===== config.mk =====
export PLATFORM = sky130hd
export DESIGN_NAME = pipeline_fetch_unit
export DESIGN_NICKNAME = d
export VERILOG_FILES = /design/src/rtl/pipeline_fetch_unit.sv
export SDC_FILE = /design/constraint.sdc
export NUM_CORES = 1
export LEC_CHECK = 0
export CAP_MARGIN = 20
export CORE_MARGIN = 2
export CORE_UTILIZATION = 50
export DETAILED_ROUTE_END_ITERATION = 7
export DONT_BUFFER_PORTS = 1
export SLEW_MARGIN = 25
export SYNTH_ARGS = -nofsm -noshare
export SYNTH_HDL_FRONTEND = slang
export SYNTH_SLANG_ARGS = --single-unit

===== constraint.sdc =====
create_clock -name clk -period 2.85 [get_ports clk]
set_input_delay 0.57 -clock clk [delete_from_list [all_inputs] [get_ports clk]]
set_output_delay 0.57 -clock clk [all_outputs]
set_load 0.05 [all_outputs]

===== src/rtl/pipeline_fetch_unit.sv =====
// Instruction-fetch stage: owns the PC, issues single-outstanding imem requests and
// drives the fetch->decode latch, with halt buffering and branch/jump redirect flush.
module pipeline_fetch_unit #(
    parameter logic [31:0] RESET_PC  = 32'h0000_0000,
    parameter logic [31:0] NOP_INSTR = 32'h0000_0013
) (
    input  logic        clk,
    input  logic        rst_n,
    input  logic        fetch_en,
    input  logic        redirect_valid,
    input  logic [31:0] redirect_pc,
    output logic        imem_req,
    output logic [31:0] imem_addr,
    input  logic        imem_gnt,
    input  logic        imem_rvalid,
    input  logic [31:0] imem_rdata,
    output logic        out_valid,
    output logic [31:0] out_pc,
    output logic [31:0] out_instr
);

    typedef enum logic [1:0] {
        S_REQ   = 2'd0,
        S_WAIT  = 2'd1,
        S_HOLD  = 2'd2,
        S_FLUSH = 2'd3
    } state_t;

    state_t      state_q, state_d;
    logic [31:0] pc_q, pc_d;
    logic [31:0] hold_q, hold_d;
    logic        out_valid_q, out_valid_d;
    logic [31:0] out_pc_q, out_pc_d;
    logic [31:0] out_instr_q, out_instr_d;

    logic        deliver;
    logic [31:0] deliver_word;
    logic [31:0] target;

    assign target = {redirect_pc[31:2], 2'b00};

    always_comb begin
        state_d      = state_q;
        pc_d         = pc_q;
        hold_d       = hold_q;
        deliver      = 1'b0;
        deliver_word = hold_q;
        case (state_q)
            S_REQ: begin
                if (redirect_valid) begin
                    pc_d = target;
                    if (imem_gnt) state_d = S_FLUSH;
                end else if (imem_gnt) begin
                    state_d = S_WAIT;
                end
            end
            S_WAIT: begin
                if (imem_rvalid) begin
                    if (redirect_valid) begin
                        pc_d    = target;
                        state_d = S_REQ;
                    end else if (fetch_en) begin
                        deliver      = 1'b1;
                        deliver_word = imem_rdata;
                        pc_d         = pc_q + 32'd4;
                        state_d      = S_REQ;
                    end else begin
                        hold_d  = imem_rdata;
                        state_d = S_HOLD;
                    end
                end else if (redirect_valid) begin
                    // Response still owed by memory: wait it out and discard it.
                    pc_d    = target;
                    state_d = S_FLUSH;
                end
            end
            S_HOLD: begin
                if (redirect_valid) begin
                    hold_d  = '0;
                    pc_d    = target;
                    state_d = S_REQ;
                end else if (fetch_en) begin
                    deliver      = 1'b1;
                    deliver_word = hold_q;
                    pc_d         = pc_q + 32'd4;
                    state_d      = S_REQ;
                end
            end
            S_FLUSH: begin
                if (redirect_valid) pc_d = target;
                if (imem_rvalid) state_d = S_REQ;
            end
            default: state_d = S_REQ;
        endcase
    end

    // Redirect kills the latch even while halted; a halt otherwise freezes it.
    always_comb begin
        out_valid_d = out_valid_q;
        out_pc_d    = out_pc_q;
        out_instr_d = out_instr_q;
        if (redirect_valid) begin
            out_valid_d = 1'b0;
        end else if (fetch_en) begin
            if (deliver) begin
                out_valid_d = 1'b1;
                out_pc_d    = pc_q;
                out_instr_d = deliver_word;
            end else begin
                out_valid_d = 1'b0;
            end
        end
    end

    always_ff @(posedge clk or negedge rst_n) begin
        if (!rst_n) begin
            state_q     <= S_REQ;
            pc_q        <= {RESET_PC[31:2], 2'b00};
            hold_q      <= '0;
            out_valid_q <= 1'b0;
            out_pc_q    <= '0;
            out_instr_q <= NOP_INSTR;
        end else begin
            state_q     <= state_d;
            pc_q        <= pc_d;
            hold_q      <= hold_d;
            out_valid_q <= out_valid_d;
            out_pc_q    <= out_pc_d;
            out_instr_q <= out_instr_d;
        end
    end

    assign imem_req  = (state_q == S_REQ);
    assign imem_addr = pc_q;
    assign out_valid = out_valid_q;
    assign out_pc    = out_pc_q;
    assign out_instr = out_instr_q;

endmodule


# Word-level counts from Yosys, hierarchy flattened
# Cells that the tools add are included.
[classes]
n_addsub = 1
mux = 30
reduce_logical = 7
n_eq_ne = 11
bitwise_logic = 1
[ops]
columns = ["operator", "count"]
rows = [
  ["$mux 32", 10],
  ["$pmux 32 s3", 1],
  ["$pmux 32 s2", 1],
  ["$add 32x3->32 const B", 1],
  ["$mux 2", 10],
  ["$ne 2x2->1 const B", 5],
  ["$pmux 2 s4", 1],
  ["$mux 1", 6],
  ["$ne 3x3->1 const B", 2],
  ["$reduce_and 5->1", 1],
  ["$eq 2x2->1 const B", 2],
  ["$reduce_and 4->1", 1],
  ["$reduce_bool 2->1", 2],
  ["$reduce_and 3->1", 1],
  ["$eq 2x1->1 const B", 1],
  ["$logic_not 2->1", 1],
  ["$ne 2x1->1 const B", 1],
  ["$pmux 1 s2", 1],
  ["$reduce_or 2->1", 1],
  ["$not 1->1", 1],
]
[totals]
inputBits = 70
register_bits = 131
word_cells = 56
output_inout_bits = 98

# Depth between registers and ports, before layout
# Gate-level depths: netlist (run 1).
[logic_depth]
depth_word = 7
depth_mapped = 9
mapped_depth_nobuf = 6

# Worst setup path after synthesis (run 1)
# OpenSTA, ideal clock, no wires.
[synth_path]
kind = "flip-flop to flip-flop"
startpoint = "register pc_q[2] (netlist: imem_addr[2])"
endpoint = "register pc_q[30] (netlist: imem_addr[30])"
slack_ns = 0.348
t_required_ns = 2.756
setup_ns = 0.094
path_buffers = 0
arrival_time_ns = 2.408
path_stages_with_launch = 6
synth_period_minus_slack_ns = 2.502
path_cell_list = "dfrtp_1 > ha_1 > nand4_1 > or4_4 > or4_1 > a211oi_1"
[synth_via]
elab_chain_len = 5
[synth_rtl]
columns = ["item", "line", "source"]
rows = [
  ["start: declaration", "30", "logic [31:0] pc_q, pc_d;"],
  ["start signal: assignment", "118", "pc_q <= {RESET_PC[31:2], 2'b00};"],
  ["start signal: assignment", "125", "pc_q <= pc_d;"],
  ["$add 32x3->32 *", "65, 85", ""],
  ["$mux 32 *", "62, 82", ""],
  ["$mux 32 *", "78", "if (redirect_valid) begin"],
  ["$mux 32", "58", "if (imem_rvalid) begin"],
  ["$pmux 32 s3 *", "48", "case (state_q)"],
  ["named net pc_d[30]", "30", ""],
]
# Mark *: on every way through the listed nets, which the timed path passes. The rest lies on a longest branch.
# A chain may end at the register's enable or synchronous reset.

# Final worst setup path (run 1)
[layout_path]
startpoint = "register state_q[1]"
endpoint = "register pc_q[16] (netlist: imem_addr[16])"
[layout_via]
elab_chain_len = 3
word_cells_on_any_way = 6
classes_between = "eq/ne (3); mux (1); reduce/logical (2)"
[layout_rtl]
columns = ["item", "line", "source"]
rows = [
  ["start: declaration", "29", "state_t state_q, state_d;"],
  ["start signal: assignment", "124", "state_q <= state_d;"],
  ["$eq 2x2->1 / $logic_not 2->1 (equally long branches)", "48", ""],
  ["$reduce_or 2->1 (no line)", "--", ""],
  ["$pmux 32 s3 *", "48", ""],
  ["named net pc_d[16]", "30", ""],
]
# Marked as above.

==> summary.txt, run 1 <==
Global routing
  • Initial antenna violation count: 1
  • First-pass GRT wire length: 25500 um
  • GRT Overall Usage: 0.247
  • Pin count of the biggest net entering global routing: 132
  • GR Overflow Total: 0
  • Vias in the first global route: 4912

STA
  • RSZ-0062 raised after global routing: false
  • Final Cycle Share: 0.857
  • Slew Limit Fails: 0
  • Slew margin rel.: 0.357
  • Total negative slack: 0 ns
  • Final setup fails: 0
  • F_max: 410 MHz
  • Slew @ Worst Pin: 0.964 ns
  • Hold WS: -0.144 ns
  • Final hold violation count: 128
  • Min Tclk post-route: 2.44 ns
  • Clk_skew: 0.00606 ns

Placed design
  • Gpl congestion: 0.882
  • HPWL after DPL: 10600 um
  • Dpl cells: 728
  • IO buf count: 0

Yosys
  • Mapped Avg Cell Area: 10.9 um2
  • Area share of the largest cell type after synthesis: 0.513
  • Synth Register Bits: 131
  • Synthesized Nets: 648
  • Synth Cell Area: 6250 um2
  • Post-synth cell types: 52
  • Top post-synthesis cells by area: dfrtp_1 (51%), mux2_2 (7.0%), mux2i_1 (6.3%), a32o_1 (5.3%), o21ai_0 (5.0%)
  • Asr flop ratio synth: 1.00
  • Cell accounting for the most synthesized area: dfrtp_1
  • Warnings from Yosys: 0
  • Post-synthesis instance total: 573
  • Number of synthesized flops with an enable pin: 0
  • Main synth FF type: dfrtp_1
  • Register area share after synthesis: 0.525

Drt
  • Vias: 4795
  • Routed Antenna Nets: 0
  • DRC viols: 0
  • Number of DRC markers in iteration 0: 407
  • Vias/cell: 6.30
  • Final wirelength: 16000 um
  • WL/cell: 21.0 um
  • Drt first pass iters: 4

Clock tree
  • TritonCTS clock tree: built
  • Worst-path clk slew: 0.06 ns
  • Clock buffer depth: 2
  • Inserted Clock Buffers: 17
  • Setup Buffers After CTS: 0
  • Root buf cell: clkbuf_16
  • Sink Count: 131
  • CTS H-tree lvls: 4
  • Clock latency on the worst-skew pair: 0.42 ns

Critical path
  • Crit path to: imem_addr[16]
  • Cell breakdown of the critical path: inv_1, ha_1, mux2i_1, buf_12, nor4_1, a311oi_1, a221oi_1
  • Worst R2R Start: state_q[1]
  • Crit end category: flop
  • Kind of critical path: flop to flop
  • Worst R2R Setup Slack: 0.41 ns
  • Crit path launch type: flop
  • Slowest-stage cell, CP: nor4_1
  • Worst path required time: 3.15 ns
  • R2R cell count: 7
  • Critical Path Start: state_q[1]
  • Critical path arrival: 2.74 ns
  • Reg2reg end: imem_addr[16]
  • Crit path max fanout: 20
  • CP peak stage delay: 0.56 ns

Run status
  • Violated checks: negative hold slack
  • Status: finished, violations left

Floorplan
  • Die area: 13400 um2
  • Core Rows: 40
  • Die height: 116 um
  • Ports: 168
  • Initial Util: 0.516
  • Die Wd: 116 um
  • Core area: 12100 um2

Flow run
  • MaxCap Viol Count: 0

Pwr
  • Max VDD drop: 0.578 mV
  • Power Density: 1420 nW/um2
  • Leak: 3.05 nW

Finish
  • Final #Nets: 654
  • Fillers: 1022
  • Multi-input gate area: 2770 um2
  • Post-Layout Cell Count: 761
  • Final core utilization: 0.593
  • Most frequent cells in the layout: dfrtp_1 (128), o21ai_0 (62), nand2_1 (60), mux2i_1 (39), mux2_2 (39)
  • Area growth, synth to finish: 15.0%
  • Commonest non-fill, non-tap cell in the layout: dfrtp_1
  • FF/Latch Area: 3280 um2
  • Proportion of layout cells with a drive suffix above 1: 0.186

Worst hold path
  • Hold Path Class: primary input to async pin
==> Yosys cell counts, types with 4 or more instances <==
cell type and n:
ha_1 5, nand4_1 14, o311ai_0 5, and3_1 5, dfrtp_1 128, or4_1 4
o21ai_0 62, nor2_1 9, nor4_1 6, or3_1 4, nor3_1 11, nand3_1 16
a21oi_1 15, o211ai_1 4, nand2_1 60, and4_1 8, clkbuf_1 38, mux2_2 39
mux2i_1 39, a32o_1 33, a31oi_1 8, inv_1 11
==> cells by family (layout without fill, tap and decap cells) <==
group           Yosys count  count (layout)  synth area share
fa+ha+maj                 5               5            0.0100
other cells               0               1                 0
mux                      78              78             0.133
flops                   131             131             0.525
compound gates          151             151             0.167
buf+inv                  55              74            0.0343
simple gates            153             153             0.130
==> power by group <==
group          internal [mW]  switching [mW]  total, mW  leakage, nW
clock                   1.50           0.780       2.28        0.310
combinational           1.22            2.07       3.28         1.08
sequential              2.63            2.02       4.65         1.67
==> routing by layer <==
| metal | wire length (um) | track usage | vias up |
|---|---|---|---|
| met5 | 0 | 0 | - |
| met4 | 376 | 0.102 | 0 |
| met3 | 1340 | 0.0764 | 37 |
| met2 | 7930 | 0.405 | 194 |
| met1 | 6370 | 0.304 | 2379 |
| li1 | - | - | 2185 |
==> metrics by stage <==
| stage | power (mW) | setup slack (ns) | hold WS, ns | cell area [um2] |
|---|---|---|---|---|
| 2_1_floorplan | 6.95 | 0.348 | 0.274 | 6250 |
| 3_3_place_gp | 7.84 | 0.600 | 0.277 | 6560 |
| 3_5_place_dp | 7.98 | 0.492 | 0.277 | 6560 |
| 4_1_cts | 10.3 | 0.466 | -0.163 | 7180 |
| 5_1_grt | 10.7 | 0.268 | -0.168 | 7180 |
| 6_report | 10.2 | 0.408 | -0.144 | 7180 |
==> worst max-delay path: cells and delay by family (launching register included) <==
family	cells	cell delay, ns
muxes	1	0.19
and+or+nand+nor	1	0.56
DFF	1	0.41
adders and majority gates	1	0.40
buffers and inverters	2	0.30
AOI/OAI and AO/OA	2	0.45
==> how the worst min path moves through the flow <==
stage	from	slack, ns	cells past startpoint	end
finish	rst_n	-0.14	0	out_instr[14]
global route	rst_n	-0.17	0	out_instr[13]
CTS	rst_n	-0.16	0	hold_q[23]
detailed placement	rst_n	0.28	0	out_instr[14]
global placement	rst_n	0.28	0	out_instr[14]
floorplan	rst_n	0.27	0	hold_q[0]
==> flip-flops by register name (all words and copies together), names as in the netlist <==
signal	flops
out_valid	1
imem_addr	32
out_instr	32
hold_q	32
out_pc	32
state_q	2
==> cell type report <==
| type | instances | share of cell area |
|---|---|---|
| Multi-Input combinational cell | 387 | 0.386 |
| Clock inverter | 11 | 0.0221 |
| Clock buffer | 21 | 0.0641 |
| Antenna cell | 1 | 0.000348 |
| Sequential cell | 131 | 0.457 |
| Inverter | 11 | 0.00575 |
| Tap cell | 168 | 0.0293 |
| Timing Repair Buffer | 31 | 0.0359 |
==> what timing repair did <==
action	CTS	global route
resized for setup	0	0
setup endpoints to repair	0	0
hold endpoints to repair	128	128
Note: power is estimated with default switching activity, not from simulation.
==> inputs of run 2 (changes only) <==
--- a/config.mk
+++ b/config.mk
@@ -7,9 +7,11 @@
 export LEC_CHECK = 0
 export CAP_MARGIN = 20
 export CORE_MARGIN = 2
-export CORE_UTILIZATION = 50
+export CORE_UTILIZATION = 63
+export CTS_BUF_LIST = sky130_fd_sc_hd__clkbuf_16
 export DETAILED_ROUTE_END_ITERATION = 7
 export DONT_BUFFER_PORTS = 1
+export PLACE_DENSITY = 0.79
 export SLEW_MARGIN = 25
 export SYNTH_ARGS = -nofsm -noshare
 export SYNTH_HDL_FRONTEND = slang
==> summary.txt, run 2 (synthesis gave the netlist of run 1 again) <==
Floorplan
  • Core Rows: 36
  • Die area: 10700 um2
  • Die Wd: 104 um
  • Die height: 104 um
  • Initial Util: 0.645
  • Core area: 9680 um2
  • Ports: 168

Critical path
  • Critical path buffer and inverter count: 1
  • Reg2reg end: imem_addr[12]
  • Kind of critical path: flop to flop
  • CP peak stage delay: 0.62 ns
  • Critical path arrival: 2.87 ns
  • Worst R2R Start: state_q[1]
  • Slowest-stage cell, CP: mux2i_1
  • Cell breakdown of the critical path: inv_1, ha_1, mux2i_1, nand2_1, nand3_1, o21ai_0
  • Crit path max fanout: 15
  • Top delay family on crit path: simple AND/OR/NAND/NOR gates
  • Worst path required time: 3.13 ns
  • Crit path launch type: flop
  • Worst R2R Setup Slack: 0.26 ns
  • R2R cell count: 6
  • Crit end category: flop

Drt
  • Vias/cell: 6.85
  • Vias: 4963
  • Met3 wire length: 1520 um
  • Number of DRC markers in iteration 0: 522
  • Drt first pass iters: 6
  • DRC viols: 0
  • DRT met1 WL: 6050 um
  • Met2 wire len: 7840 um
  • Routed Antenna Nets: 0
  • Highest routed layer: met4
  • WL/cell: 21.9 um
  • Final wirelength: 15800 um

STA
  • Final setup fails: 0
  • F_max: 386 MHz
  • Hold WS: -0.144 ns
  • Slew @ Worst Pin: 0.949 ns
  • Total negative slack: 0 ns
  • Setup ws final: 0.261 ns
  • RSZ-0062 raised after global routing: false
  • Min Tclk post-route: 2.59 ns
  • Final Cycle Share: 0.908
  • Clk_skew: 0.00656 ns
  • Slew margin rel.: 0.367
  • Final hold violation count: 128
  • Slew Limit Fails: 0

Finish
  • Proportion of layout cells with a drive suffix above 1: 0.184
  • Most frequent cells in the layout: dfrtp_1 (128), o21ai_0 (62), nand2_1 (60), mux2i_1 (39), mux2_2 (39)
  • Final core utilization: 0.742
  • Area growth, synth to finish: 15.1%
  • Diode insertion count for antenna repair: 0
  • Final #Nets: 653
  • Post-Layout Cell Count: 724
  • Commonest non-fill, non-tap cell in the layout: dfrtp_1
  • Fillers: 628

Run status
  • Violated checks: negative hold slack
  • Status: finished, violations left

Flow run
  • MaxCap Viol Count: 0

Global routing
  • GR Overflow Total: 0
  • Vias in the first global route: 5104
  • Pin count of the biggest net entering global routing: 132
  • Initial antenna violation count: 0
  • GRT Overall Usage: 0.304
  • First-pass GRT wire length: 26200 um

Clock tree
  • Clock buffer depth: 2
  • Setup Buffers After CTS: 0
  • CTS H-tree lvls: 4
  • TritonCTS clock tree: built
  • Sink Count: 131
  • Clock latency on the worst-skew pair: 0.41 ns
  • PostCTS Resize Cnt: 0
  • Inserted Clock Buffers: 17
  • Root buf cell: clkbuf_16
  • Worst-path clk slew: 0.06 ns

Placed design
  • HPWL after DPL: 9980 um
  • Gpl congestion: 0.944
  • IO buf count: 0
  • Dpl cells: 692
  • DP Worst Slack: 0.362 ns

Pwr
  • Leak: 3.07 nW
  • Total power: 10.5 mW
  • Power Density: 1460 nW/um2
  • Max VDD drop: 0.813 mV

Worst hold path
  • Hold Path Class: primary input to async pin
## run 2: cell count changes in the layout (fill, tap and decap cells not counted), sizes merged
cell      delta
diode        -1
clkbuf       -4
inv          +1
bufinv       +3
clkinv       -2
buf          -1
clkinvlp     +2
## run 2: routing by layer
layer  track usage  vias up
li1              -     2183
met5             0        -
met4         0.118        0
met3        0.0969       51
met2         0.506      300
met1         0.370     2429
## run 2: cell type report
| class | instances | area, um2 | share of cell area |
|---|---|---|---|
| clock buffer | 17 | 425 | 0.0592 |
| inverter | 11 | 41.3 | 0.00575 |
| timing repair buffer | 30 | 238 | 0.0331 |
| clock inverter | 15 | 264 | 0.0367 |
| tap | 133 | 166 | 0.0232 |
| multi-input combinational | 387 | 2770 | 0.385 |
| sequential | 131 | 3280 | 0.457 |
## run 2: worst max path at each step
stage | start | end | slack (ns) | cells after the start
6_report | state_q[1] | imem_addr[12] | 0.26 | 6
5_1_grt | state_q[1] | imem_addr[30] | 0.08 | 6
3_5_place_dp | state_q[1] | imem_addr[30] | 0.36 | 6
4_1_cts | state_q[1] | imem_addr[20] | 0.32 | 6
3_3_place_gp | state_q[1] | imem_addr[18] | 0.44 | 6
2_1_floorplan | imem_addr[2] | imem_addr[30] | 0.35 | 5
## run 2: power breakdown
part / internal (mW) / total (mW) / leakage (nW) / switching (mW)
Combinational: 1.18 / 3.28 / 1.07 / 2.09
Clock: 1.72 / 2.53 / 0.332 / 0.805
Sequential: 2.63 / 4.68 / 1.67 / 2.04
## run 2: through the flow
stage	hold WS, ns	area (um2)
floorplan	0.274	6250
global placement	0.278	6500
detailed placement	0.277	6500
CTS	-0.163	7190
global route	-0.170	7190
finish	-0.144	7190
## run 2: worst register-to-register path: cells and delay by family (launching register included)
family | cells | cell delay [ns]
DFF | 1 | 0.42
adders and majority gates | 1 | 0.40
buffers and inverters | 1 | 0.10
and+or+nand+nor | 2 | 0.80
AOI/OAI and AO/OA | 1 | 0.12
muxes | 1 | 0.63
==> inputs of run 3 (changes only) <==
--- a/config.mk
+++ b/config.mk
@@ -7,11 +7,11 @@
 export LEC_CHECK = 0
 export CAP_MARGIN = 20
 export CORE_MARGIN = 2
-export CORE_UTILIZATION = 63
+export CORE_UTILIZATION = 52
 export CTS_BUF_LIST = sky130_fd_sc_hd__clkbuf_16
 export DETAILED_ROUTE_END_ITERATION = 7
 export DONT_BUFFER_PORTS = 1
-export PLACE_DENSITY = 0.79
+export PLACE_DENSITY = 0.67
 export SLEW_MARGIN = 25
 export SYNTH_ARGS = -nofsm -noshare
 export SYNTH_HDL_FRONTEND = slang
==> constraint.sdc (replaced) <==
create_clock -name clk -period 3.1 [get_ports clk]
set_input_delay 0.62 -clock clk [delete_from_list [all_inputs] [get_ports clk]]
set_output_delay 0.62 -clock clk [all_outputs]
set_load 0.05 [all_outputs]
==> summary.txt, run 3 (synthesis gave the netlist of run 1 again) <==
Run status
  • Status: finished, violations left
  • Violated checks: negative hold slack

Drt
  • Number of DRC markers in iteration 0: 301
  • Final wirelength: 15400 um
  • Highest routed layer: met4
  • Drt first pass iters: 5
  • DRC viols: 0
  • WL/cell: 21.1 um
  • Vias: 4753
  • DRT met1 WL: 6130 um
  • Met2 wire len: 7610 um
  • Met3 wire length: 1320 um
  • Routed Antenna Nets: 0
  • Vias/cell: 6.51

STA
  • Slew margin rel.: 0.378
  • Total negative slack: 0 ns
  • Hold WS: -0.0999 ns
  • RSZ-0062 raised after global routing: false
  • Clk_skew: 0.00686 ns
  • Slew Limit Fails: 0
  • Final Cycle Share: 0.804
  • Final hold violation count: 128
  • Min Tclk post-route: 2.49 ns
  • F_max: 401 MHz
  • Slew @ Worst Pin: 0.933 ns
  • Final setup fails: 0

Pwr
  • Cell-internal power: 4.94 mW
  • Comb power frac: 0.281
  • Clock Power Share: 0.238
  • P_sw: 4.44 mW
  • Switching share of power: 0.473
  • Flop pwr share: 0.482
  • Max VDD drop: 0.658 mV
  • Leak: 3.01 nW
  • Power Density: 1320 nW/um2

Placed design
  • HPWL after DPL: 10000 um
  • IO buf count: 0
  • Gpl congestion: 0.866

Worst hold path
  • Hold Path Class: primary input to async pin

Global routing
  • Pin count of the biggest net entering global routing: 132
  • First-pass GRT wire length: 24700 um
  • Initial antenna violation count: 1
  • Vias in the first global route: 4807
  • GR Overflow Total: 0
  • GRT Overall Usage: 0.244

Critical path
  • Critical path arrival: 2.82 ns
  • Kind of critical path: flop to flop
  • Crit path max fanout: 6
  • Crit path launch type: flop
  • R2R cell count: 4
  • Crit end category: flop
  • Worst path required time: 3.43 ns

Finish
  • Most frequent cells in the layout: dfrtp_1 (128), o21ai_0 (62), nand2_1 (60), mux2i_1 (39), mux2_2 (39)
  • Final #Nets: 643
  • Final core utilization: 0.599
  • Proportion of layout cells with a drive suffix above 1: 0.169
  • Commonest non-fill, non-tap cell in the layout: dfrtp_1
  • FF/Latch Area: 3280 um2
  • Fillers: 987
  • Area growth, synth to finish: 13.8%
  • Multi-input gate area: 2770 um2

Floorplan
  • Core Rows: 40
  • Ports: 168
  • Die area: 12900 um2
  • Die height: 114 um
  • Core area: 11900 um2
  • Initial Util: 0.527
  • Die Wd: 114 um

Clock tree
  • Root buf cell: clkbuf_16
  • TritonCTS clock tree: built
  • Clock buffer depth: 2
  • Inserted Clock Buffers: 17
  • PostCTS Resize Cnt: 0
  • Sink Count: 131
  • Setup Buffers After CTS: 0
  • Clock latency on the worst-skew pair: 0.42 ns
  • Worst-path clk slew: 0.06 ns
  • CTS H-tree lvls: 4

Flow run
  • MaxCap Viol Count: 0
[run 3: path summary, 6_finish.rpt]
check	startpoint	endpoint	slack, ns
setup / recovery	imem_addr[13]	imem_addr[26]	0.61
setup reg to reg	imem_addr[13]	imem_addr[26]	0.61
hold / removal	rst_n	hold_q[3]	-0.1
min in group clk	redirect_valid	imem_addr[0]	0.28
max in group asynchronous	rst_n	out_instr[1]	3.02
hold reg to reg	hold_q[28]	hold_q[28]	0.49
[run 3: power groups by stage]
stage               Combinational [mW]  Clock [mW]  Sequential (mW)
finish                            2.63        2.23             4.52
global route                      2.89        2.35             4.60
CTS                               2.64        2.27             4.52
detailed placement                2.63           0             4.55
global placement                  2.54           0             4.51
floorplan                         1.70           0             4.69
[run 3: final cells by class]
| class | count | share of cell area |
|---|---|---|
| Sequential cell | 131 | 0.462 |
| Inverter | 11 | 0.00581 |
| Timing Repair Buffer | 20 | 0.0229 |
| Clock buffer | 17 | 0.0599 |
| Multi-Input combinational cell | 387 | 0.390 |
| Tap cell | 147 | 0.0259 |
| Antenna cell | 2 | 0.000704 |
| Clock inverter | 15 | 0.0331 |
[run 3: metal layers]
| metal | vias up | GRT usage |
|---|---|---|
| met5 | - | 0 |
| met4 | 0 | 0.0992 |
| met3 | 31 | 0.0824 |
| met2 | 214 | 0.411 |
| met1 | 2340 | 0.287 |
| li1 | 2168 | - |
[run 3: per-stage QoR]
step	cell area, um2	hold WS (ns)	cells	setup slack (ns)	power (mW)
3_5_place_dp	6440	0.328	696	0.645	7.18
5_1_grt	7100	-0.124	728	0.359	9.85
4_1_cts	7100	-0.124	728	0.610	9.43
3_3_place_gp	6440	0.328	696	0.674	7.05
2_1_floorplan	6250	0.324	573	0.598	6.39
6_report	7110	-0.0999	730	0.609	9.38
[run 3: critical path, stage by stage (launching register included)]
cell and delay (ns):
dfrtp_1 0.71, nand4_2 0.32, or4_1 0.65, or4_1 0.54, o221ai_1 0.17
